--- src/rtl/mem_stage_sram_pkg.sv ---
// mem_stage_sram_pkg
// Shared constants, FSM state encoding and the address-mapping helper for the
// ARM memory stage that talks to a 16-bit external SRAM.
// No ports (package).

package mem_stage_sram_pkg;

   localparam int SRAM_ADDR_LEN             = 18;
   localparam int SRAM_DATA_LEN             = 16;
   localparam int DATA_MEM_BASE             = 1024;
   localparam int REGISTER_FILE_LEN         = 32;
   localparam int REGISTER_FILE_ADDRESS_LEN = 4;
   // One 32-bit word occupies two consecutive half-word SRAM locations.
   localparam int WORD_INDEX_LEN            = SRAM_ADDR_LEN - 1;

   typedef enum logic [1:0] {
      ST_IDLE = 2'd0,
      ST_LOW  = 2'd1,
      ST_HIGH = 2'd2,
      ST_DONE = 2'd3
   } state_t;

   // Byte address to SRAM word index. Addresses below the base wrap modulo
   // 2^WORD_INDEX_LEN instead of faulting.
   function automatic logic [WORD_INDEX_LEN-1:0] word_index(
      input logic [REGISTER_FILE_LEN-1:0] byte_addr,
      input logic [REGISTER_FILE_LEN-1:0] base_addr
   );
      return WORD_INDEX_LEN'((byte_addr - base_addr) >> 2);
   endfunction

endpackage

--- src/rtl/mem_stage_sram_if.sv ---
// mem_stage_sram_if
// Bundle of the external 16-bit SRAM pins.
//   sram_addr   half-word address         (master -> slave)
//   sram_wdata  write data                (master -> slave)
//   sram_we_n   active-low write strobe   (master -> slave)
//   sram_oe_n   active-low output enable  (master -> slave)
//   sram_rdata  read data, valid while sram_oe_n = 0 (slave -> master)

interface mem_stage_sram_if;
   import mem_stage_sram_pkg::*;

   logic [SRAM_ADDR_LEN-1:0] sram_addr;
   logic [SRAM_DATA_LEN-1:0] sram_wdata;
   logic [SRAM_DATA_LEN-1:0] sram_rdata;
   logic                     sram_we_n;
   logic                     sram_oe_n;

   modport master (
      output sram_addr, sram_wdata, sram_we_n, sram_oe_n,
      input  sram_rdata
   );

   modport slave (
      input  sram_addr, sram_wdata, sram_we_n, sram_oe_n,
      output sram_rdata
   );

endinterface

--- src/rtl/mem_stage_sram_mem_wb_reg.sv ---
// mem_stage_sram_mem_wb_reg
// MEM/WB pipeline register. When load_i is high every field takes its input;
// when low a bubble is inserted: the two enables clear, the data fields hold.
// Ports:
//   clk, rst_n              clock, asynchronous active-low reset (all fields 0)
//   load_i                  1 = load, 0 = bubble
//   wb_en_i, mem_r_en_i     control in
//   alu_res_i, mem_data_i   data in
//   dest_i                  destination register in
//   *_o                     registered copies to writeback

module mem_stage_sram_mem_wb_reg
   import mem_stage_sram_pkg::*;
(
   input  logic                                 clk,
   input  logic                                 rst_n,
   input  logic                                 load_i,
   input  logic                                 wb_en_i,
   input  logic                                 mem_r_en_i,
   input  logic [REGISTER_FILE_LEN-1:0]         alu_res_i,
   input  logic [REGISTER_FILE_LEN-1:0]         mem_data_i,
   input  logic [REGISTER_FILE_ADDRESS_LEN-1:0] dest_i,
   output logic                                 wb_en_o,
   output logic                                 mem_r_en_o,
   output logic [REGISTER_FILE_LEN-1:0]         alu_res_o,
   output logic [REGISTER_FILE_LEN-1:0]         mem_data_o,
   output logic [REGISTER_FILE_ADDRESS_LEN-1:0] dest_o
);

   logic                                 wb_en_q,    wb_en_d;
   logic                                 mem_r_en_q, mem_r_en_d;
   logic [REGISTER_FILE_LEN-1:0]         alu_res_q,  alu_res_d;
   logic [REGISTER_FILE_LEN-1:0]         mem_data_q, mem_data_d;
   logic [REGISTER_FILE_ADDRESS_LEN-1:0] dest_q,     dest_d;

   always_comb begin
      wb_en_d    = 1'b0;
      mem_r_en_d = 1'b0;
      alu_res_d  = alu_res_q;
      mem_data_d = mem_data_q;
      dest_d     = dest_q;
      if (load_i) begin
         wb_en_d    = wb_en_i;
         mem_r_en_d = mem_r_en_i;
         alu_res_d  = alu_res_i;
         mem_data_d = mem_data_i;
         dest_d     = dest_i;
      end
   end

   always_ff @(posedge clk or negedge rst_n) begin
      if (!rst_n) begin
         wb_en_q    <= 1'b0;
         mem_r_en_q <= 1'b0;
         alu_res_q  <= '0;
         mem_data_q <= '0;
         dest_q     <= '0;
      end else begin
         wb_en_q    <= wb_en_d;
         mem_r_en_q <= mem_r_en_d;
         alu_res_q  <= alu_res_d;
         mem_data_q <= mem_data_d;
         dest_q     <= dest_d;
      end
   end

   assign wb_en_o    = wb_en_q;
   assign mem_r_en_o = mem_r_en_q;
   assign alu_res_o  = alu_res_q;
   assign mem_data_o = mem_data_q;
   assign dest_o     = dest_q;

endmodule

--- src/rtl/mem_stage_sram.sv ---
// mem_stage_sram
// ARM memory stage. Performs a 32-bit load/store as two half-word accesses on
// a 16-bit SRAM (low half first), each held for WAIT_CYCLES clocks, and
// freezes the upstream pipeline through `ready` while the access is running.
// Non-memory instructions pass straight into MEM/WB without stalling.
// Ports:
//   clk, rst                 clock, asynchronous active-low reset
//   wb_en_in, mem_r_en_in,
//   mem_w_en_in              EXE/MEM controls (write wins if both enables set)
//   alu_res_in               byte address (memory ops) or ALU result
//   val_r_m_in               store data
//   dest_in                  destination register
//   ready                    pipeline advance qualifier (see below)
//   sram                     SRAM pin bundle (master side)
//   wb_en_out, mem_r_en_out,
//   alu_res_out, mem_data_out,
//   dest_out                 MEM/WB register outputs
//   dbg_state_o              current FSM state, observation only
//
// Handshake: `ready` is a combinational enable for every upstream pipeline
// register and for MEM/WB. ready=1 means the instruction currently presented
// on the EXE/MEM inputs is consumed at the next rising edge. ready=0 means it
// is not consumed: upstream must hold it unchanged, and MEM/WB receives a
// bubble. ready is 1 in DONE, or in IDLE when no memory enable is set.

module mem_stage_sram
   import mem_stage_sram_pkg::*;
#(
   parameter int WAIT_CYCLES = 2,
   parameter int BASE_ADDR   = DATA_MEM_BASE
) (
   input  logic                                 clk,
   input  logic                                 rst,
   input  logic                                 wb_en_in,
   input  logic                                 mem_r_en_in,
   input  logic                                 mem_w_en_in,
   input  logic [REGISTER_FILE_LEN-1:0]         alu_res_in,
   input  logic [REGISTER_FILE_LEN-1:0]         val_r_m_in,
   input  logic [REGISTER_FILE_ADDRESS_LEN-1:0] dest_in,
   output logic                                 ready,
   mem_stage_sram_if.master                     sram,
   output logic                                 wb_en_out,
   output logic                                 mem_r_en_out,
   output logic [REGISTER_FILE_LEN-1:0]         alu_res_out,
   output logic [REGISTER_FILE_LEN-1:0]         mem_data_out,
   output logic [REGISTER_FILE_ADDRESS_LEN-1:0] dest_out,
   output state_t                               dbg_state_o
);

   localparam logic [3:0] CNT_LAST = 4'(WAIT_CYCLES - 1);

   state_t                       state_q;
   logic [3:0]                   cnt_q;
   logic [REGISTER_FILE_LEN-1:0] data_q;
   logic [SRAM_ADDR_LEN-1:0]     addr_q;
   logic [SRAM_DATA_LEN-1:0]     wdata_q;
   logic                         we_n_q;
   logic                         oe_n_q;

   logic                         mem_req;
   logic [WORD_INDEX_LEN-1:0]    idx;
   logic [REGISTER_FILE_LEN-1:0] mem_data_sel;

   assign mem_req = mem_r_en_in | mem_w_en_in;
   // The EXE/MEM inputs are frozen for the whole access, so the address can
   // be recomputed from them in every phase rather than latched.
   assign idx     = word_index(alu_res_in, REGISTER_FILE_LEN'(BASE_ADDR));

   assign ready = (state_q == ST_DONE) || ((state_q == ST_IDLE) && !mem_req);

   // Strobes, address and write data are registered: they are set on the
   // edge that enters LOW/HIGH and cleared on the edge that enters DONE, so
   // they are asserted for exactly WAIT_CYCLES clocks per half.
   always_ff @(posedge clk or negedge rst) begin
      if (!rst) begin
         state_q <= ST_IDLE;
         cnt_q   <= '0;
         data_q  <= '0;
         addr_q  <= '0;
         wdata_q <= '0;
         we_n_q  <= 1'b1;
         oe_n_q  <= 1'b1;
      end else begin
         case (state_q)
            ST_IDLE: begin
               if (mem_req) begin
                  state_q <= ST_LOW;
                  cnt_q   <= '0;
                  // Cleared so a write (even with mem_r_en also set) never
                  // forwards stale read data to writeback.
                  data_q  <= '0;
                  addr_q  <= {idx, 1'b0};
                  wdata_q <= mem_w_en_in ? val_r_m_in[15:0] : '0;
                  we_n_q  <= !mem_w_en_in;
                  oe_n_q  <= mem_w_en_in;
               end
            end
            ST_LOW: begin
               if (cnt_q == CNT_LAST) begin
                  if (!oe_n_q) data_q[15:0] <= sram.sram_rdata;
                  state_q <= ST_HIGH;
                  cnt_q   <= '0;
                  addr_q  <= {idx, 1'b1};
                  wdata_q <= !we_n_q ? val_r_m_in[31:16] : '0;
               end else begin
                  cnt_q <= cnt_q + 4'd1;
               end
            end
            ST_HIGH: begin
               if (cnt_q == CNT_LAST) begin
                  if (!oe_n_q) data_q[31:16] <= sram.sram_rdata;
                  state_q <= ST_DONE;
                  cnt_q   <= '0;
                  addr_q  <= '0;
                  wdata_q <= '0;
                  we_n_q  <= 1'b1;
                  oe_n_q  <= 1'b1;
               end else begin
                  cnt_q <= cnt_q + 4'd1;
               end
            end
            ST_DONE: begin
               state_q <= ST_IDLE;
            end
            default: begin
               state_q <= ST_IDLE;
            end
         endcase
      end
   end

   assign sram.sram_addr  = addr_q;
   assign sram.sram_wdata = wdata_q;
   assign sram.sram_we_n  = we_n_q;
   assign sram.sram_oe_n  = oe_n_q;
   assign dbg_state_o     = state_q;

   assign mem_data_sel = mem_r_en_in ? data_q : '0;

   mem_stage_sram_mem_wb_reg u_mem_wb_reg (
      .clk        (clk),
      .rst_n      (rst),
      .load_i     (ready),
      .wb_en_i    (wb_en_in),
      .mem_r_en_i (mem_r_en_in),
      .alu_res_i  (alu_res_in),
      .mem_data_i (mem_data_sel),
      .dest_i     (dest_in),
      .wb_en_o    (wb_en_out),
      .mem_r_en_o (mem_r_en_out),
      .alu_res_o  (alu_res_out),
      .mem_data_o (mem_data_out),
      .dest_o     (dest_out)
   );

endmodule

--- src/flat_wrapper.sv ---
// flat-port wrapper written by rule: the top's interface ports become plain ports
module mem_stage_sram_flat import mem_stage_sram_pkg::*;
#(
   parameter int WAIT_CYCLES = 2,
   parameter int BASE_ADDR   = DATA_MEM_BASE
)
  (clk, rst, wb_en_in, mem_r_en_in, mem_w_en_in, alu_res_in, val_r_m_in, dest_in, ready, wb_en_out, mem_r_en_out, alu_res_out, mem_data_out, dest_out, dbg_state_o, sram_sram_addr, sram_sram_wdata, sram_sram_we_n, sram_sram_oe_n, sram_sram_rdata);
  mem_stage_sram_if sram_i ();
  input  logic clk;
  input  logic rst;
  input  logic wb_en_in;
  input  logic mem_r_en_in;
  input  logic mem_w_en_in;
  input  logic [REGISTER_FILE_LEN-1:0] alu_res_in;
  input  logic [REGISTER_FILE_LEN-1:0] val_r_m_in;
  input  logic [REGISTER_FILE_ADDRESS_LEN-1:0] dest_in;
  output logic ready;
  output logic wb_en_out;
  output logic mem_r_en_out;
  output logic [REGISTER_FILE_LEN-1:0] alu_res_out;
  output logic [REGISTER_FILE_LEN-1:0] mem_data_out;
  output logic [REGISTER_FILE_ADDRESS_LEN-1:0] dest_out;
  output state_t dbg_state_o;
  output wire logic [$bits(sram_i.sram_addr)-1:0] sram_sram_addr;
  output wire logic [$bits(sram_i.sram_wdata)-1:0] sram_sram_wdata;
  output wire logic [$bits(sram_i.sram_we_n)-1:0] sram_sram_we_n;
  output wire logic [$bits(sram_i.sram_oe_n)-1:0] sram_sram_oe_n;
  input wire logic [$bits(sram_i.sram_rdata)-1:0] sram_sram_rdata;
  assign sram_sram_addr = sram_i.sram_addr;
  assign sram_sram_wdata = sram_i.sram_wdata;
  assign sram_sram_we_n = sram_i.sram_we_n;
  assign sram_sram_oe_n = sram_i.sram_oe_n;
  assign sram_i.sram_rdata = sram_sram_rdata;
  mem_stage_sram #(.WAIT_CYCLES(WAIT_CYCLES), .BASE_ADDR(BASE_ADDR)) u_core (.clk(clk), .rst(rst), .wb_en_in(wb_en_in), .mem_r_en_in(mem_r_en_in), .mem_w_en_in(mem_w_en_in), .alu_res_in(alu_res_in), .val_r_m_in(val_r_m_in), .dest_in(dest_in), .ready(ready), .sram(sram_i), .wb_en_out(wb_en_out), .mem_r_en_out(mem_r_en_out), .alu_res_out(alu_res_out), .mem_data_out(mem_data_out), .dest_out(dest_out), .dbg_state_o(dbg_state_o));
endmodule
--- config.mk ---
export PLATFORM = sky130hd
export DESIGN_NAME = mem_stage_sram_flat
export DESIGN_NICKNAME = d
export VERILOG_FILES = /design/src/rtl/mem_stage_sram_pkg.sv /design/src/rtl/mem_stage_sram_if.sv /design/src/rtl/mem_stage_sram_mem_wb_reg.sv /design/src/rtl/mem_stage_sram.sv /design/src/flat_wrapper.sv
export SDC_FILE = /design/constraint.sdc
export NUM_CORES = 1
export LEC_CHECK = 0
export BUFFER_PORTS_ARGS = -buffer_cell sky130_fd_sc_hd__buf_2
export CAP_MARGIN = 10
export CELL_PAD_IN_SITES_DETAIL_PLACEMENT = 0
export CELL_PAD_IN_SITES_GLOBAL_PLACEMENT = 1
export CORE_MARGIN = 3
export CORE_UTILIZATION = 38
export CTS_CLUSTER_DIAMETER = 150
export DETAILED_ROUTE_END_ITERATION = 6
export PLACE_DENSITY = 0.86
export SLEW_MARGIN = 40
export SYNTH_ARGS = -nofsm -noshare
export SYNTH_HDL_FRONTEND = slang
export SYNTH_SLANG_ARGS = --single-unit
--- constraint.sdc ---
create_clock -name clk -period 2.3 [get_ports clk]
set_input_delay 0.46 -clock clk [delete_from_list [all_inputs] [get_ports clk]]
set_output_delay 0.46 -clock clk [all_outputs]
set_load 0.005 [all_outputs]
# Word-level counts from Yosys, hierarchy flattened
# Cells that the tools add are included.
[totals]
reg_bits = 144
latchBits = 0
ram_bits = 0
mem_bits_ro = 0
out_inout_bits = 109
word_cells = 71
n_memories = 0
[op_classes]
addsub = 2
mul = 0
div_mod_pow = 0
order_cmp = 0
n_eq_ne = 9
shift = 0
mux = 30
n_bitwise = 1
n_reduce_logical = 16
[ops]
columns = ["cell", "count"]
rows = [
  ["$mux 16", 7],
  ["$mux 32", 2],
  ["$pmux 16 s2", 2],
  ["$mux 18", 3],
  ["$pmux 18 s3", 1],
  ["$pmux 16 s3", 1],
  ["$sub 19x11->19 const B", 1],
  ["$reduce_and 4->1", 3],
  ["$mux 4", 2],
  ["$pmux 2 s4", 1],
  ["$pmux 4 s2", 1],
  ["$mux 2", 3],
  ["$ne 2x1->1 const B", 3],
  ["$reduce_and 3->1", 2],
  ["$reduce_bool 2->1", 3],
  ["$mux 1", 5],
  ["$add 4x1->4 const B", 1],
  ["$eq 2x2->1 const B", 2],
  ["$eq 4x1->1 const B", 1],
  ["$ne 2x2->1 const B", 2],
  ["$pmux 1 s2", 2],
  ["$reduce_bool 3->1", 1],
  ["$eq 2x1->1 const B", 1],
  ["$logic_not 1->1", 2],
  ["other kinds (6)", 6],
]

# Depth between registers and ports, before layout
[depth]
ltp_word = 5
mapped_depth = 9
mapped_depth_nobuf = 7

# By module
# From an unflattened synthesis, not the netlist that was laid out.
[hier_totals]
cells_unflattened = 462
area_unflattened_um2 = 6339.8
[modules_own_cells]
columns = ["mod", "instances", "cells_each", "area_each_um2"]
rows = [
  ["mem_stage_sram", 1, 314, 3408.3],
  ["mem_stage_sram_mem_wb_reg", 1, 148, 2931.6],
]

# Worst setup path after synthesis
# OpenSTA, ideal clock, no wires.
[synth_timing]
kind = "register to output"
start = "register u_core.state_q[0], in the netlist u_core.dbg_state_o[0]"
end = "output ready"
arrival_ns = 1.481
slack_ns = 0.359
stages_incl_launch_ff = 7
path_buffers = 1
cell_sequence = "dfrtp_1 -> inv_1 -> ha_1 -> nor3b_4 -> nor2_2 -> inv_1 -> buf_2"
[synth_between]
elab_chain_len = 3
word_cells_on_any_way = 4
cone_classes = "1 x eq/ne; 3 x reduce/logical"
[synth_lines]
columns = ["element", "line", "rtl"]
rows = [
  ["from (decl)", "mem_stage_sram.sv:52", "state_t state_q;"],
  ["from (signal assigned)", "mem_stage_sram.sv:76", "state_q <= ST_IDLE;"],
  ["from (signal assigned)", "mem_stage_sram.sv:87", "state_q <= ST_LOW;"],
  ["from (signal assigned)", "mem_stage_sram.sv:101", "state_q <= ST_HIGH;"],
  ["$logic_not 2->1", "mem_stage_sram.sv:69", "assign ready = (state_q == ST_DONE) || ((state_q == ST_IDLE) && !mem_req);"],
  ["$logic_and 1x1->1", "mem_stage_sram.sv:69", ""],
  ["$logic_or 1x1->1 (*)", "mem_stage_sram.sv:69", ""],
  ["to (decl)", "flat_wrapper.sv:17", "output logic ready;"],
]
# Every way passes the cells marked *; elsewhere a longest branch is shown, timed or not.

# Worst setup path after layout
# Ends and elaborated chain as after synthesis.

==> reports/results.ini <==
[critical_path]
crit_required_ps=1840
worst_setup_path_end_kind=output pin
cp_slowest_stage_delay_ps=420
worst_path_most_repeated_cell=inv_2
cp-start-kind=flop
cp.buffers_inverters=3
crit_type=reg -> out
arrival_ps=1700
cp_cell_sequence=inv_2, ha_4, nor3b_4, nor2_4, inv_2, buf_2
cpMaxStageDelayCell=dfrtp_1
cp_top_family=flip-flops
crit_fanout=7

[clocking]
clock_latency_ps=410
h-tree-depth=4
cts_max_path_buffers=2
clk_pin_slew_ps=60
clock-root-buffer=clkbuf_16
cts_tree=done
clock-sinks=144
cts_buffers=17

[detailed_routing]
drt_iter0_drc=308
via_per_inst=5.03
ant_nets=0
num_vias=4903
remaining_drc_errors=0
drt-wirelength-per-cell_um=16.0
first_pass_iters=5
wl_um=15600

[power_and_ir_drop]
power_density_nw_per_um2=1300
peakVddDrop_uv=506
leakage_uw=0.00419

[synth]
syn-num-nets=683
syn_area_per_cell_um2=10.1
synth.distinct_cells=43
synth_edf_count=0
yosys_warnings=0
ys_seq_elements=144
synth.top_cell.area_share_pct=60.3
yosys-top-cells-count=nand2_1 (214), dfrtp_1 (142), nand3_1 (36)
synth_ff_type=dfrtp_1
synthTopCellsByArea=dfrtp_1 (60%), nand2_1 (14%), a22o_1 (4.9%)
synth_area_leader_cell=dfrtp_1
synthesis.area_um2=5890
synthCells=586
postSynth.asyncResetShare_pct=100
ys_seq_area_share_pct=61.2
yosysMostFrequentCell=nand2_1

[layout]
drive_gt1_share_pct=32.4
diodes=0
fillerInstances=1363
finalInstanceArea_um2=7680
areaGrowthSynthToFinish_pct=30.4
layout.nets=875

[floorplanning]
die-height_um=131
dieArea_um2=17000
start_util_pct=39.6
fp.dieW_um=131
rows=44
pin_count=198
core-area_um2=14900

[grt]
grt_start_max_net_pins=73
grt-ovfl-total=0
track_usage_pct=18.3
grt_pass1_wl_um=24400
antenna_found_initial=0
grt_pass1_vias=4857

[timing]
grt_setup_unrepaired=no
finalCritPeriodShare_pct=93.9
final_max_slew_viol_count=0
setup_viol=0
worst_pin_slew_ps=727
max_freq_mhz=463
fin_setup_tns_ps=0
max-slew-margin-rel_pct=51.4
min_period_ps=2160
hold_viol=0
fin_worst_skew_ps=5.21

[placed_design]
io_buffers=197
placed_cell_area_um2=7070
routabilityCongestion=0.798
dp_hpwl_um=11100

[status]
status=complete, no violations

[job]
drv_cap=0

[min_path]
hp-class=in -> reg

## cells by family after synthesis
kind of cell    after synthesis  share of synthesized area (%)
flops                       144                           61.2
fa+ha+maj                     8                           1.70
buf+inv                      45                           3.67
xor+xnor                      6                          0.892
mux                           3                          0.552
compound gates              101                           12.2
simple gates                279                           19.8
## per-stage QoR
| step | setup slack [ps] | cells | utilization, % | hold WS [ps] | total power [uW] |
|---|---|---|---|---|---|
| final | 141 | 975 | 51.7 | 240 | 9980 |
| after global routing | 33.8 | 975 | 51.7 | 231 | 10700 |
| after CTS | 13.0 | 975 | 51.7 | 219 | 10100 |
| after detailed placement | 137 | 941 | 47.5 | 424 | 7370 |
| after global placement | 234 | 941 | 47.5 | 412 | 7190 |
| after floorplan | 359 | 586 | - | 164 | 5870 |
## cell usage in the layout (no fill, tap or decap), types with 5 or more instances in the layout
| master | instances |
|---|---|
| nand2_1 | 214 |
| buf_2 | 196 |
| dfrtp_1 | 142 |
| nand3_1 | 36 |
| a22o_1 | 33 |
| o21ai_0 | 29 |
| clkbuf_16 | 17 |
| a22oi_1 | 16 |
| nor2_1 | 9 |
| buf_4 | 9 |
| ha_1 | 7 |
| inv_1 | 5 |
| o31ai_1 | 5 |
| a21oi_1 | 5 |
| clkinv_2 | 5 |
## power breakdown
| part | leakage (uW) | switching (uW) | internal (uW) |
|---|---|---|---|
| clock | 0.000290 | 1020 | 1680 |
| combinational | 0.00199 | 2270 | 1360 |
| sequential | 0.00191 | 394 | 3260 |
| total | 0.00419 | 3690 | 6290 |
## path summary, 6_finish.rpt
check	start	endpoint	slack, ps	depth (start not counted)
setup / recovery	u_core.dbg_state_o[0]	ready	140	6
hold / removal	dest_in[1]	u_core.u_mem_wb_reg.dest_o[1]	240	3
setup reg to reg	u_core.cnt_q[1]	u_core.data_q[31]	200	6
hold reg to reg	u_core.u_mem_wb_reg.alu_res_o[20]	u_core.u_mem_wb_reg.alu_res_o[20]	460	2
max in group asynchronous	rst	u_core.sram.sram_addr[17]	1060	3
min in group asynchronous	rst	u_core.data_q[25]	540	2
## cell type report
type	count	area [um^2]	share of cell area (%)
flip-flops and latches	144	3610	46.9
inverters	8	30.0	0.391
clock inverters	10	110	1.43
multi-input cells	397	2100	27.4
repair buffers	210	1130	14.7
clock buffers	22	474	6.17
well taps	184	230	3.00
## metal layers
| metal | global-route usage (%) | share of wire (%) |
|---|---|---|
| met1 | 24.4 | 43 |
| met2 | 29.4 | 49 |
| met3 | 5.33 | 6.7 |
| met4 | 5.08 | 0.74 |
| met5 | 0 | 0 |
## repair_timing
| item | CTS | global route |
|---|---|---|
| hold buffers | 1 | 0 |
| endpoints found under the hold margin | 44 | 0 |
| gates resized for setup | 3 | 4 |
| setup endpoints to repair | 1 | 19 |
| setup buffers | 1 | 0 |
| gates cloned | 0 | 0 |
## sequential cells by signal, indices dropped and copies added (netlist names)
register                        cells
u_core.sram.sram_oe_n               1
u_core.u_mem_wb_reg.mem_data_o     32
u_core.sram.sram_we_n               1
u_core.u_mem_wb_reg.wb_en_o         1
u_core.sram.sram_wdata             16
u_core.sram.sram_addr              18
u_core.u_mem_wb_reg.alu_res_o      32
u_core.dbg_state_o                  2
u_core.data_q                      32
u_core.cnt_q                        4
u_core.u_mem_wb_reg.mem_r_en_o      1
u_core.u_mem_wb_reg.dest_o          4
## tightest hold or removal path, cell delays in order
cell and delay, ps:
buf_2 70, nand2_1 40, nand2_1 50
No activity file was read; power rests on OpenSTA's default activity.
